===== src/rtl/daq_dma_pkg.sv =====
// Shared constants for the DAQ DMA writer: register map, STAT/CTRL bit positions
// and the master FSM state encoding.
package daq_dma_pkg;

  localparam logic [1:0] REG_CTRL = 2'd0;
  localparam logic [1:0] REG_BASE = 2'd1;
  localparam logic [1:0] REG_SIZE = 2'd2;
  localparam logic [1:0] REG_STAT = 2'd3;

  localparam int CTRL_ENABLE = 0;
  localparam int CTRL_WRAP   = 1;
  localparam int CTRL_CLEAR  = 2;

  localparam int STAT_OVERFLOW   = 24;
  localparam int STAT_WRAPPED    = 25;
  localparam int STAT_DONE       = 26;
  localparam int STAT_FIFO_EMPTY = 27;
  localparam int STAT_BUSY       = 28;

  typedef enum logic {
    ST_IDLE  = 1'b0,
    ST_WRITE = 1'b1
  } wr_state_e;

endpackage


===== src/rtl/daq_fifo.sv =====
// Synchronous show-ahead FIFO: rdata always presents the oldest word while not empty.
// A push into a full FIFO is accepted when a pop happens in the same cycle.
module daq_fifo
  import daq_dma_pkg::*;
#(
  parameter int AW     = 6,
  parameter int DATA_W = 16
) (
  input  logic              clk,
  input  logic              rst_n,
  input  logic              push,
  input  logic [DATA_W-1:0] wdata,
  input  logic              pop,
  input  logic              flush,
  output logic [DATA_W-1:0] rdata,
  output logic              full,
  output logic              empty
);

  localparam int DEPTH = 1 << AW;

  logic [DATA_W-1:0] r_mem [DEPTH];
  logic [AW:0]       r_wptr;
  logic [AW:0]       r_rptr;
  logic              w_do_push;
  logic              w_do_pop;

  // Extra pointer MSB distinguishes full from empty when the indices match.
  assign empty     = (r_wptr == r_rptr);
  assign full      = (r_wptr[AW] != r_rptr[AW]) && (r_wptr[AW-1:0] == r_rptr[AW-1:0]);
  assign w_do_pop  = pop && !empty;
  assign w_do_push = push && (!full || w_do_pop);
  assign rdata     = r_mem[r_rptr[AW-1:0]];

  always_ff @(posedge clk or negedge rst_n) begin
    if (!rst_n) begin
      r_wptr <= '0;
      r_rptr <= '0;
    end else if (flush) begin
      r_wptr <= '0;
      r_rptr <= '0;
    end else begin
      if (w_do_push) r_wptr <= r_wptr + (AW+1)'(1);
      if (w_do_pop)  r_rptr <= r_rptr + (AW+1)'(1);
    end
  end

  always_ff @(posedge clk) begin
    if (w_do_push && !flush) r_mem[r_wptr[AW-1:0]] <= wdata;
  end

endmodule


===== src/rtl/daq_dma_writer.sv =====
// DAQ word stream to SDRAM writer: register file, run enable, input FIFO and
// an Avalon-MM write master filling a linear or ring buffer.
module daq_dma_writer
  import daq_dma_pkg::*;
#(
  parameter int FIFO_AW = 6,
  parameter int SIZE_W  = 24
) (
  input  logic        clk,
  input  logic        reset_n,
  input  logic [1:0]  avs_address,
  input  logic        avs_write,
  input  logic [31:0] avs_writedata,
  input  logic        avs_read,
  output logic [31:0] avs_readdata,
  input  logic        daq_write,
  input  logic [15:0] daq_writedata,
  output logic        daq_running,
  output logic [31:0] avm_address,
  output logic        avm_write,
  output logic [15:0] avm_writedata,
  input  logic        avm_waitrequest
);

  wr_state_e          r_state;
  wr_state_e          w_state_nxt;
  logic               r_enable;
  logic               r_wrap;
  logic               r_clear_pend;
  logic [31:0]        r_base;
  logic [SIZE_W-1:0]  r_size;
  logic [SIZE_W-1:0]  r_wptr;
  logic               r_overflow;
  logic               r_wrapped;
  logic               r_done;
  logic               r_running;
  logic [31:0]        r_readdata;
  logic [31:0]        r_avm_address;
  logic               r_avm_write;
  logic [15:0]        r_avm_writedata;

  logic               w_pop;
  logic               w_complete;
  logic               w_clear_apply;
  logic               w_push;
  logic               w_flush;
  logic               w_overflow;
  logic               w_fifo_full;
  logic               w_fifo_empty;
  logic [15:0]        w_fifo_rdata;
  logic [SIZE_W-1:0]  w_wptr_inc;
  logic               w_hit_end;
  logic [31:0]        w_byte_off;
  logic [31:0]        w_stat;

  assign daq_running   = r_running;
  assign avs_readdata  = r_readdata;
  assign avm_address   = r_avm_address;
  assign avm_write     = r_avm_write;
  assign avm_writedata = r_avm_writedata;

  assign w_wptr_inc = r_wptr + SIZE_W'(1);
  assign w_hit_end  = (w_wptr_inc == r_size);
  assign w_byte_off = {{(31-SIZE_W){1'b0}}, r_wptr, 1'b0};

  // Words that slip in during the cycle DONE rises are flushed, never written.
  assign w_push     = daq_write && r_running;
  assign w_flush    = w_clear_apply || r_done;
  assign w_overflow = w_push && w_fifo_full && !w_pop;

  daq_fifo #(
    .AW     (FIFO_AW),
    .DATA_W (16)
  ) u_fifo (
    .clk   (clk),
    .rst_n (reset_n),
    .push  (w_push),
    .wdata (daq_writedata),
    .pop   (w_pop),
    .flush (w_flush),
    .rdata (w_fifo_rdata),
    .full  (w_fifo_full),
    .empty (w_fifo_empty)
  );

  always_comb begin
    w_stat                  = '0;
    w_stat[SIZE_W-1:0]      = r_wptr;
    w_stat[STAT_OVERFLOW]   = r_overflow;
    w_stat[STAT_WRAPPED]    = r_wrapped;
    w_stat[STAT_DONE]       = r_done;
    w_stat[STAT_FIFO_EMPTY] = w_fifo_empty;
    w_stat[STAT_BUSY]       = (r_state == ST_WRITE) || !w_fifo_empty;
  end

  always_ff @(posedge clk or negedge reset_n) begin
    if (!reset_n) r_state <= ST_IDLE;
    else          r_state <= w_state_nxt;
  end

  // A pending CLEAR waits for IDLE so an Avalon transfer is never cut short.
  always_comb begin
    w_state_nxt   = r_state;
    w_pop         = 1'b0;
    w_complete    = 1'b0;
    w_clear_apply = 1'b0;
    case (r_state)
      ST_IDLE: begin
        if (r_clear_pend) begin
          w_clear_apply = 1'b1;
        end else if (!w_fifo_empty && !r_done) begin
          w_pop       = 1'b1;
          w_state_nxt = ST_WRITE;
        end
      end
      ST_WRITE: begin
        if (!avm_waitrequest) begin
          w_complete  = 1'b1;
          w_state_nxt = ST_IDLE;
        end
      end
      default: w_state_nxt = ST_IDLE;
    endcase
  end

  always_ff @(posedge clk or negedge reset_n) begin
    if (!reset_n) begin
      r_enable     <= 1'b0;
      r_wrap       <= 1'b0;
      r_clear_pend <= 1'b0;
      r_base       <= '0;
      r_size       <= '0;
      r_wptr       <= '0;
      r_overflow   <= 1'b0;
      r_wrapped    <= 1'b0;
      r_done       <= 1'b0;
      r_running    <= 1'b0;
    end else begin
      if (avs_write) begin
        case (avs_address)
          REG_CTRL: begin
            r_enable <= avs_writedata[CTRL_ENABLE];
            r_wrap   <= avs_writedata[CTRL_WRAP];
            if (avs_writedata[CTRL_CLEAR]) r_clear_pend <= 1'b1;
          end
          REG_BASE: if (!r_running) r_base <= {avs_writedata[31:1], 1'b0};
          REG_SIZE: r_size <= avs_writedata[SIZE_W-1:0];
          default: ;
        endcase
      end

      if (w_clear_apply) begin
        r_clear_pend <= 1'b0;
        r_wptr       <= '0;
        r_overflow   <= 1'b0;
        r_wrapped    <= 1'b0;
        r_done       <= 1'b0;
      end else begin
        if (w_overflow) r_overflow <= 1'b1;
        if (w_complete) begin
          if (w_hit_end && r_wrap) begin
            r_wptr    <= '0;
            r_wrapped <= 1'b1;
          end else begin
            r_wptr <= w_wptr_inc;
            if (w_hit_end) r_done <= 1'b1;
          end
        end
      end

      // Holding the run off while CLEAR is pending makes a new run start at WPTR=0.
      r_running <= r_enable && !r_done && (r_size != '0) && !r_clear_pend;
    end
  end

  always_ff @(posedge clk or negedge reset_n) begin
    if (!reset_n) begin
      r_avm_write     <= 1'b0;
      r_avm_address   <= '0;
      r_avm_writedata <= '0;
    end else if (w_pop) begin
      r_avm_write     <= 1'b1;
      r_avm_address   <= r_base + w_byte_off;
      r_avm_writedata <= w_fifo_rdata;
    end else if (w_complete) begin
      r_avm_write <= 1'b0;
    end
  end

  always_ff @(posedge clk or negedge reset_n) begin
    if (!reset_n) begin
      r_readdata <= '0;
    end else if (avs_read) begin
      case (avs_address)
        REG_CTRL: r_readdata <= {29'd0, 1'b0, r_wrap, r_enable};
        REG_BASE: r_readdata <= r_base;
        REG_SIZE: r_readdata <= {{(32-SIZE_W){1'b0}}, r_size};
        default:  r_readdata <= w_stat;
      endcase
    end
  end

endmodule

===== config.mk =====
export PLATFORM = sky130hd
export DESIGN_NAME = daq_dma_writer
export DESIGN_NICKNAME = d
export VERILOG_FILES = /design/src/rtl/daq_dma_pkg.sv /design/src/rtl/daq_fifo.sv /design/src/rtl/daq_dma_writer.sv
export SDC_FILE = /design/constraint.sdc
export NUM_CORES = 1
export LEC_CHECK = 0
export ABC_AREA = 1
export CORE_ASPECT_RATIO = 1.2
export CORE_MARGIN = 10
export CORE_UTILIZATION = 32
export DETAILED_ROUTE_END_ITERATION = 10
export GPL_ROUTABILITY_DRIVEN = 0
export HOLD_SLACK_MARGIN = 0.15
export PLACE_DENSITY = 0.52
export SETUP_SLACK_MARGIN = 0.02
export SLEW_MARGIN = 30
export SYNTH_ARGS = -nofsm -noshare
export SYNTH_HDL_FRONTEND = slang
export SYNTH_HIERARCHICAL = 1
export SYNTH_SLANG_ARGS = --single-unit

===== constraint.sdc =====
create_clock -name clk -period 5.6 [get_ports clk]
set_input_delay 1.12 -clock clk [delete_from_list [all_inputs] [get_ports clk]]
set_output_delay 1.12 -clock clk [all_outputs]
set_load 0.02 [all_outputs]

### Word level (Yosys, flattened, before mapping)

Memories as Yosys holds them, arrays and structs flattened. A register that Yosys moved wholly into a read port is not among the register bits.
Cells that the tools add are included.

| cells by class | value |
|---|---|
| $add $sub $neg | 4 |
| equal/unequal tests | 7 |
| muxes and demuxes | 34 |
| bitwise gates (word level) | 2 |
| reduce and logical (&&, ||, !) cells | 40 |

Operators with widths:

| operator | number |
|---|---|
| $pmux 32 s3 | 1 |
| $mux 24 | 3 |
| $add 32x25->32 | 1 |
| $mux 7 | 4 |
| $mux 1 | 25 |
| $add 24x1->24 const B | 1 |
| $eq 24x24->1 | 1 |
| $reduce_bool 24->1 | 1 |
| $reduce_bool 2->1 | 10 |
| $add 7x1->7 const B | 2 |
| $logic_and 1x1->1 | 12 |
| $reduce_and 3->1 | 3 |
| $eq 7x7->1 | 1 |
| $logic_not 1->1 | 7 |
| $eq 6x6->1 | 1 |
| $reduce_and 2->1 | 3 |
| $logic_or 1x1->1 | 3 |
| $eq 2x1->1 const B | 1 |
| $eq 2x2->1 const B | 1 |
| $logic_not 2->1 | 1 |
| $ne 2x2->1 const B | 1 |
| $not 1->1 | 2 |
| $pmux 1 s2 | 1 |
| $ne 1x1->1 | 1 |

| storage, ports and cells | value |
|---|---|
| register bits after elaboration | 166 |
| memory bits (writable) | 1024 |
| memories kept | 1 |

Memories:

| memory | depth | width | rd ports | clocked after memory_dff | wr ports | line | source |
|---|---|---|---|---|---|---|---|
| u_fifo.r_mem | 64 | 16 | 1 | 1 | 1 | daq_fifo.sv:22 | `logic [DATA_W-1:0] r_mem [DEPTH];` |

### Longest topological paths before layout

Gate-level depths: netlist of run 1.

| depth | value |
|---|---|
| depth after elaboration | 12 |
| mapped depth | 17 |

### Cells and area by module

Netlist of run 1, hierarchy kept.

Modules (own cells, without submodules):

| module | instances | cells an instance | area an instance (um^2) | seq. area each (um^2) |
|---|---|---|---|---|
| daq_fifo | 1 | 4209 | 44363.8 | 31099.8 |
| daq_dma_writer | 1 | 1330 | 9694.3 | 4179.0 |

### Least setup slack after synthesis of run 1

Ideal clock, no wire load.

| path | value |
|---|---|
| path type | reg2reg |
| from | reg u_fifo.r_rptr[0] |
| to | mem u_fifo.r_mem[0][0] (enable) |
| library setup time | 388 ps |
| arrival | 3119 ps |
| data required time | 5212 ps |
| slack | 2092 ps |
| cell stages (with the launch flop) | 15 |
| clock period less this slack | 3508 ps |
| cell sequence | dfrtp_1 inv_2 buf_4 nand2_1 nand4_1 nor2_2 nand3_1 inv_1 nor4_2 clkbuf_1 inv_1 nand4_2 buf_6 nand4_4 nor2_1 |

| on the way | value |
|---|---|
| cells in the longest elaborated chain, start to end | 12 |

RTL lines:

| what | line | source |
|---|---|---|
| start: declaration | daq_fifo.sv:24 | `logic [AW:0] r_rptr;` |
| start signal: assignment | daq_fifo.sv:44 | `if (w_do_pop) r_rptr <= r_rptr + (AW+1)'(1);` |
| $eq 7x7->1 | daq_fifo.sv:29 | `assign empty = (r_wptr == r_rptr);` |
| named net w_fifo_empty | daq_dma_writer.sv:49 | `logic w_fifo_empty;` |
| $logic_not 1->1 | daq_dma_writer.sv:111 | `end else if (!w_fifo_empty && !r_done) begin` |
| $logic_and 1x1->1 | daq_dma_writer.sv:111 |  |
| $mux 1 | daq_dma_writer.sv:111 |  |
| $mux 1 | daq_dma_writer.sv:109 | `if (r_clear_pend) begin` |
| $mux 1 | daq_dma_writer.sv:107 | `case (r_state)` |
| named net w_pop | daq_dma_writer.sv:42 | `logic w_pop;` |
| $logic_and 1x1->1 | daq_fifo.sv:31 | `assign w_do_pop = pop && !empty;` |
| $logic_or 1x1->1 | daq_fifo.sv:32 | `assign w_do_push = push && (!full \|\| w_do_pop);` |
| $logic_and 1x1->1 | daq_fifo.sv:32 |  |
| $logic_and 1x1->1 | daq_fifo.sv:49 | `if (w_do_push && !flush) r_mem[r_wptr[AW-1:0]] <= wdata;` |
| $mux 1 | daq_fifo.sv:49 |  |
| $mux 1 (implied by the code) | daq_fifo.sv:49 |  |
| end: declaration | daq_fifo.sv:22 |  |

The timed path passes the listed nets, and every way through them passes these cells.

### Worst setup path in the final report of run 1

| path | value |
|---|---|
| from | reg u_fifo.r_rptr[0] |
| to | mem u_fifo.r_mem[44][9] (enable) |

| on the way | value |
|---|---|
| cells in the longest elaborated chain, start to end | 12 |

RTL lines:

| what | line |
|---|---|
| $eq 7x7->1 * | daq_fifo.sv:29 |
| named net w_fifo_empty | daq_dma_writer.sv:49 |
| $logic_not 1->1 * | daq_fifo.sv:31, daq_dma_writer.sv:111 |
| $logic_and 1x1->1 | daq_dma_writer.sv:111 |
| $mux 1 | daq_dma_writer.sv:111 |
| $mux 1 | daq_dma_writer.sv:109 |
| $mux 1 | daq_dma_writer.sv:107 |
| $logic_and 1x1->1 * | daq_fifo.sv:31 |
| $logic_or 1x1->1 * | daq_fifo.sv:32 |
| $logic_and 1x1->1 * | daq_fifo.sv:32 |
| $logic_and 1x1->1 * | daq_fifo.sv:49 |
| $mux 1 * | daq_fifo.sv:49 |
| $mux 1 (implied by the code) * | daq_fifo.sv:49 |

The timed path passes the listed nets; every way through them passes the cells marked *.

==> results.json, run 1 <==
{
  "first_pass_iters": 5,
  "die_h_um": 470,
  "layout_commonest_cell": "nand2_1",
  "postCtsSetupBuffers": 0,
  "required_ns": 6.00,
  "p_leak_nw": 25.4,
  "cp_slowest_cell": "dfrtp_4",
  "drv_slew": 0,
  "io_buffers": 136,
  "num-nets-final": 5730,
  "fin_crit_sh": 0.843,
  "setup_viol": 0,
  "ys_warn_count": 6,
  "startpoint_type": "register",
  "power_density_nw_per_um2": 408,
  "ir_drop_uv": 290,
  "clock_sinks": 1205,
  "routed_via_density": 4.83,
  "fmax_mhz": 212,
  "track_usage": 0.176,
  "hold_class": "in2async",
  "postCtsHoldBufs": 0,
  "post_synth_num_cell_types": 55,
  "grt_antenna_before_repair": 6,
  "async_reset_ff_frac": 0.150,
  "post-route-min-period_ns": 4.72,
  "cts_tree": "built",
  "num_vias": 38700,
  "cts_resized": 0,
  "syn2layout_area_growth_pct": 15.2,
  "critPathArrivalTime_ns": 5.12,
  "reg2reg_depth": 12,
  "htreeDepth": 4,
  "rows": 165,
  "synth-seq-cells": 1205,
  "ant_nets": 0,
  "worst_pin_slew_ns": 1.07,
  "grt-ovfl-total": 0,
  "dp_slack_ns": 0.922,
  "critPathMaxFanout": 59,
  "rsz0062_at_grt": "false",
  "slowest_delay_ns": 0.75,
  "die_area_sq_um": 186000,
  "core-area_sq_um": 168000,
  "start_util": 0.321,
  "ys.flop_type": "edfxtp_1",
  "setup_tns_ns": 0,
  "drc": 0,
  "pin_count": 138,
  "grt_start_max_net_pins": 225,
  "syn_nets": 5623,
  "die_x_um": 395,
  "endpoint_kind": "register",
  "skew_ns": 0.0377,
  "power_mw": 25.4,
  "synthesis.instances": 5539,
  "slew-limit-headroom": 0.280,
  "avgSynthCellArea_sq_um": 9.76,
  "grt_pass1_wl_um": 249000,
  "hold_viol": 0,
  "drt_iter0_markers": 3674,
  "cts_buffers": 134,
  "worstPathCellList": "inv_8 -> nand2_1 -> nand4_1 -> nor2_2 -> nand3_1 -> inv_1 -> nor4_4 -> inv_1 -> nand4_2 -> nand4_1 -> buf_4 -> nor2_2",
  "cts-root-buf": "clkbuf_16",
  "layout_setup_ws_ns": 0.880,
  "clockBufferDepth": 3,
  "clk_latency_ns": 0.78,
  "ys_seq_area_frac": 0.653,
  "status": "finished clean",
  "grt_pass1_vias": 37400,
  "synth_edf_count": 1024,
  "synth_area_sq_um": 54100,
  "post-route-util": 0.370,
  "finalWirelength_um": 168000,
  "path_clk_slew_ns": 0.06,
  "drt-wirelength-per-cell_um": 21.0,
  "setup.worst_path.class": "reg2reg",
  "dp_hpwl_um": 107000,
  "layout_common_cells": "1764 x nand2_1, 1024 x edfxtp_1, 616 x inv_1, 614 x nand3_1, 474 x nor2_1",
  "drive_gt1_frac": 0.0697,
  "drv_cap": 0
}
==> worst paths after layout <==
| check | slack [ns] | from | endpoint |
|---|---|---|---|
| setup / recovery | 0.88 | u_fifo/r_rptr[0]$_DFFE_PN0P_ | u_fifo/r_mem[44][9]$_DFFE_PP_ |
| min in group clk | 0.48 | avs_readdata[5]$_DFFE_PN0P_ | avs_readdata[5]$_DFFE_PN0P_ |
| hold reg to reg | 0.48 | avs_readdata[5]$_DFFE_PN0P_ | avs_readdata[5]$_DFFE_PN0P_ |
| setup reg to reg | 0.88 | u_fifo/r_rptr[0]$_DFFE_PN0P_ | u_fifo/r_mem[44][9]$_DFFE_PP_ |
| hold / removal | 0.42 | reset_n | avs_readdata[6]$_DFFE_PN0P_ |
| max in group asynchronous | 4.11 | reset_n | r_size[20]$_DFFE_PN0P_ |
==> layer usage <==
metal,track usage,share of wire,vias up
li1,-,-,18400
met2,0.291,0.48,1305
met1,0.233,0.43,18700
met4,0.0688,0.036,0
met3,0.0262,0.058,272
met5,0,0,-
==> registers in the layout (all words and copies together), names as in the netlist <==
signal / count
u_fifo/r_mem: 1024
avs_readdata: 32
avm_address: 31
r_base: 31
r_size: 24
r_wptr: 24
avm_writedata: 16
u_fifo/r_rptr: 7
u_fifo/r_wptr: 7
avm_write: 1
daq_running: 1
r_clear_pend: 1
r_done: 1
r_enable: 1
r_overflow: 1
r_state: 1
r_wrap: 1
r_wrapped: 1
==> critical path: cells and delay by family (launching register included) <==
family	cells	cell delay, ns
and+or+nand+nor	8	2.54
buffers and inverters	4	0.98
DFF	1	0.75
==> synth_stat cells (2+ instances only) <==
| library cell | number | area share |
|---|---|---|
| nand4_4 | 2 | 0.00079 |
| nor2_2 | 6 | 0.00069 |
| clkbuf_1 | 83 | 0.0058 |
| o21bai_1 | 6 | 0.00083 |
| a22oi_1 | 2 | 0.00028 |
| nor4_1 | 6 | 0.00069 |
| o31ai_1 | 4 | 0.00056 |
| a221oi_1 | 22 | 0.0036 |
| nand4_1 | 27 | 0.0031 |
| and3_1 | 3 | 0.00035 |
| or2_2 | 13 | 0.0015 |
| o211ai_1 | 4 | 0.00056 |
| buf_2 | 133 | 0.012 |
| nor2_1 | 511 | 0.035 |
| buf_4 | 22 | 0.0031 |
| o21ai_1 | 17 | 0.0016 |
| o2111ai_1 | 2 | 0.00032 |
| o21ai_0 | 236 | 0.022 |
| mux2_2 | 2 | 0.00042 |
| nand3b_1 | 11 | 0.0015 |
| a31oi_1 | 13 | 0.0015 |
| xor2_1 | 19 | 0.0031 |
| xnor2_1 | 14 | 0.0023 |
| edfxtp_1 | 1024 | 0.57 |
| nor2_4 | 5 | 0.0010 |
| inv_1 | 617 | 0.043 |
| o22ai_1 | 2 | 0.00023 |
| nor3_1 | 5 | 0.00046 |
| inv_2 | 10 | 0.00069 |
| a21oi_1 | 75 | 0.0069 |
| nand2_1 | 1765 | 0.12 |
| ha_1 | 27 | 0.0062 |
| buf_1 | 22 | 0.0015 |
| a21o_1 | 5 | 0.00069 |
| dfrtp_1 | 181 | 0.084 |
| clkinv_1 | 6 | 0.00042 |
| nand3_1 | 614 | 0.057 |
| buf_6 | 4 | 0.00083 |
| nand2_2 | 3 | 0.00035 |
==> power by group <==
group	total, mW	switching (mW)	internal (mW)
clock	8.76	3.72	5.04
sequential	10.6	0.475	10.1
combinational	6.03	4.29	1.74
==> layout make-up <==
type,instances,area [sq um]
fill,16800,106000
sequential,1205,35300
multi-input combinational,3436,15300
clock buffer,179,3650
tap,2254,2820
inverter,633,2400
timing repair buffer,236,2160
clock inverter,66,709
antenna,3,7.51
==> stage by stage <==
step / cell area (sq um) / cells / hold slack [ns]
after floorplan: 54100 / 5539 / 0.450
after global placement: 57700 / 7760 / 0.464
after detailed placement: 57900 / 7763 / 0.468
after CTS: 62200 / 8008 / 0.479
after global routing: 62300 / 8010 / 0.460
final: 62300 / 8012 / 0.421
==> cells by family after synthesis <==
| logic type | share of synthesized area |
|---|---|
| compound gates | 0.0395 |
| xor+xnor | 0.00579 |
| flops | 0.653 |
| fa+ha+maj | 0.00662 |
| mux | 0.000417 |
| other cells | 0.0000694 |
| buf+inv | 0.0675 |
| simple gates | 0.227 |
Power figures use the tool's default switching activity.
==> inputs of run 2 (changes only) <==
--- a/config.mk
+++ b/config.mk
@@ -12,7 +12,7 @@
 export DETAILED_ROUTE_END_ITERATION = 10
 export GPL_ROUTABILITY_DRIVEN = 0
 export HOLD_SLACK_MARGIN = 0.15
-export PLACE_DENSITY = 0.52
+export PLACE_DENSITY = 0.53
 export SETUP_SLACK_MARGIN = 0.02
 export SLEW_MARGIN = 30
 export SYNTH_ARGS = -nofsm -noshare
==> constraint.sdc (replaced) <==
create_clock -name clk -period 4.1 [get_ports clk]
set_input_delay 0.82 -clock clk [delete_from_list [all_inputs] [get_ports clk]]
set_output_delay 0.82 -clock clk [all_outputs]
set_load 0.02 [all_outputs]
==> run 2 against run 1 <==
Net effect:
- wire length shrank 2.4%
- largest power group unchanged
- non-clock buffer count increased by 58
- hold slack worse by 0.046 ns
- via count rose by 0.22%
- die area is the same
- utilization up 0.14 points
- highest routed layer is now met5
- global-route usage is 0.45 points lower
- count of clock-buffer cells in the layout down 18
- sequential share of layout area shrank 0.21 points
==> results.json, run 2 (synthesis results as in run 1) <==
{
  "status": "finished clean",
  "hold_start": "daq_writedata[5]",
  "rrSetupSlack_ns": 0.48,
  "p_comb_frac": 0.240,
  "ir_drop_uv": 422,
  "cts_buffers": 131,
  "fmax_mhz": 276,
  "post-route-min-period_ns": 3.62,
  "worst_pin_slew_ns": 0.964,
  "cts_resized": 0,
  "holdWs_ns": 0.375,
  "setup.worst_path.class": "reg2reg",
  "die_h_um": 470,
  "hold_viol": 0,
  "drv_slew": 0,
  "critPathMaxFanout": 47,
  "power_switching_mw": 11.5,
  "cts_tree": "built",
  "ant_nets": 0,
  "setup_tns_ns": 0,
  "layout_common_cells": "1764 x nand2_1, 1024 x edfxtp_1, 616 x inv_1, 614 x nand3_1, 503 x nor2_1",
  "p_leak_nw": 25.6,
  "drive_gt1_frac": 0.0716,
  "drc": 0,
  "place_inst": 7820,
  "holdPathEnd": "u_fifo/r_mem[62][5]$_DFFE_PP_",
  "largest_reg_flops": 1024,
  "r2r_start": "u_fifo/r_rptr[1]$_DFFE_PN0P_",
  "clockBufferDepth": 3,
  "htreeDepth": 4,
  "cts-root-buf": "clkbuf_16",
  "die_x_um": 395,
  "hold_class": "in2reg",
  "grt-ovfl-total": 0,
  "power.switching_fraction": 0.334,
  "postCtsSetupBuffers": 0,
  "power_density_nw_per_um2": 549,
  "required_ns": 4.75,
  "grt_pass1_wl_um": 245000,
  "die_area_sq_um": 186000,
  "reg2reg_depth": 12,
  "num-nets-final": 5785,
  "start_util": 0.321,
  "min_path_cells": 1,
  "first_pass_iters": 6,
  "drt_iter0_markers": 3553,
  "drt-wirelength-per-cell_um": 20.4,
  "rows": 165,
  "power_mw": 34.3,
  "slew-limit-headroom": 0.357,
  "clk_latency_ns": 0.78,
  "pin_count": 138,
  "finalWirelength_um": 164000,
  "r2r-end": "avm_writedata[11]$_DFFE_PN0P_",
  "routed_via_density": 4.81,
  "io_buffers": 136,
  "core-area_sq_um": 168000,
  "layout_commonest_cell": "nand2_1",
  "endpoint_kind": "register",
  "post-route-util": 0.372,
  "p_int_mw": 22.8,
  "path_clk_slew_ns": 0.06,
  "grt_pass1_vias": 37300,
  "drv_cap": 0,
  "num_vias": 38700,
  "rsz0062_at_grt": "false",
  "clock_sinks": 1205,
  "track_usage": 0.172,
  "critPathArrivalTime_ns": 4.27,
  "startpoint_type": "register",
  "setup_viol": 0,
  "postCtsHoldBufs": 1,
  "pwr-share-clk": 0.338,
  "grt_start_max_net_pins": 203,
  "fin_crit_sh": 0.882,
  "skew_ns": 0.0401,
  "p_seq_frac": 0.421,
  "dp_hpwl_um": 103000,
  "instances_no_fill": 8056,
  "syn2layout_area_growth_pct": 15.7,
  "grt_antenna_before_repair": 5
}
## run 2: worst max-delay path by stage
stage / from / end / slack, ns / cells after the start
final: u_fifo/r_rptr[1]$_DFFE_PN0P_ / avm_writedata[11]$_DFFE_PN0P_ / 0.48 / 12
after global routing: u_fifo/r_rptr[1]$_DFFE_PN0P_ / avm_writedata[2]$_DFFE_PN0P_ / 0.22 / 12
after CTS: u_fifo/r_rptr[1]$_DFFE_PN0P_ / u_fifo/r_mem[46][4]$_DFFE_PP_ / 0.54 / 12
after detailed placement: u_fifo/r_rptr[1]$_DFFE_PN0P_ / u_fifo/r_mem[46][3]$_DFFE_PP_ / 0.54 / 12
after global placement: u_fifo/r_rptr[1]$_DFFE_PN0P_ / u_fifo/r_mem[46][5]$_DFFE_PP_ / 0.58 / 12
after floorplan: u_fifo/r_rptr[0]$_DFFE_PN0P_ / u_fifo/r_mem[0][0]$_DFFE_PP_ / 0.59 / 14
## run 2: per-layer routing
| metal | up-vias | global-route usage | wire (um) |
|---|---|---|---|
| met5 | - | 0 | 13 |
| met4 | 2 | 0.0670 | 6260 |
| met2 | 1190 | 0.285 | 78400 |
| met1 | 18800 | 0.224 | 70200 |
| li1 | 18500 | - | - |
| met3 | 274 | 0.0284 | 9570 |
## run 2: stage by stage
stage          cell area [sq um]  worst slack [ns]
2_1_floorplan              54100             0.592
3_3_place_gp               58300             0.583
3_5_place_dp               58300             0.538
4_1_cts                    62500             0.536
5_1_grt                    62500             0.225
6_report                   62500             0.483
## run 2: final cells by class
| cell class | count | area (sq um) |
|---|---|---|
| multi-input cells | 3436 | 15200 |
| clock inverters | 69 | 684 |
| well taps | 2254 | 2820 |
| fillers | 16700 | 106000 |
| clock buffers | 161 | 3470 |
| diodes | 4 | 10.0 |
| flip-flops and latches | 1205 | 35300 |
| inverters | 633 | 2390 |
| repair buffers | 294 | 2690 |
## run 2: power by group through the flow
stage / Clock (mW) / Combinational (mW) / Sequential [mW]
floorplan: 0 / 4.86 / 14.7
detailed placement: 0 / 8.27 / 14.7
CTS: 11.9 / 8.31 / 14.4
global route: 12.4 / 9.11 / 14.5
finish: 11.6 / 8.25 / 14.5
global placement: 0 / 8.23 / 14.7
## run 2: worst max-delay path: stages, from the launching register on
cell and delay (ns):
dfrtp_4 0.58, inv_8 0.22, nand2_1 0.08, nand4_1 0.12, nor2_2 0.07, nand3_1 0.09
inv_1 0.11, nor4_4 0.30, buf_4 0.52, clkinv_2 0.77, buf_4 0.48, nand2_1 0.08
nand2_1 0.06
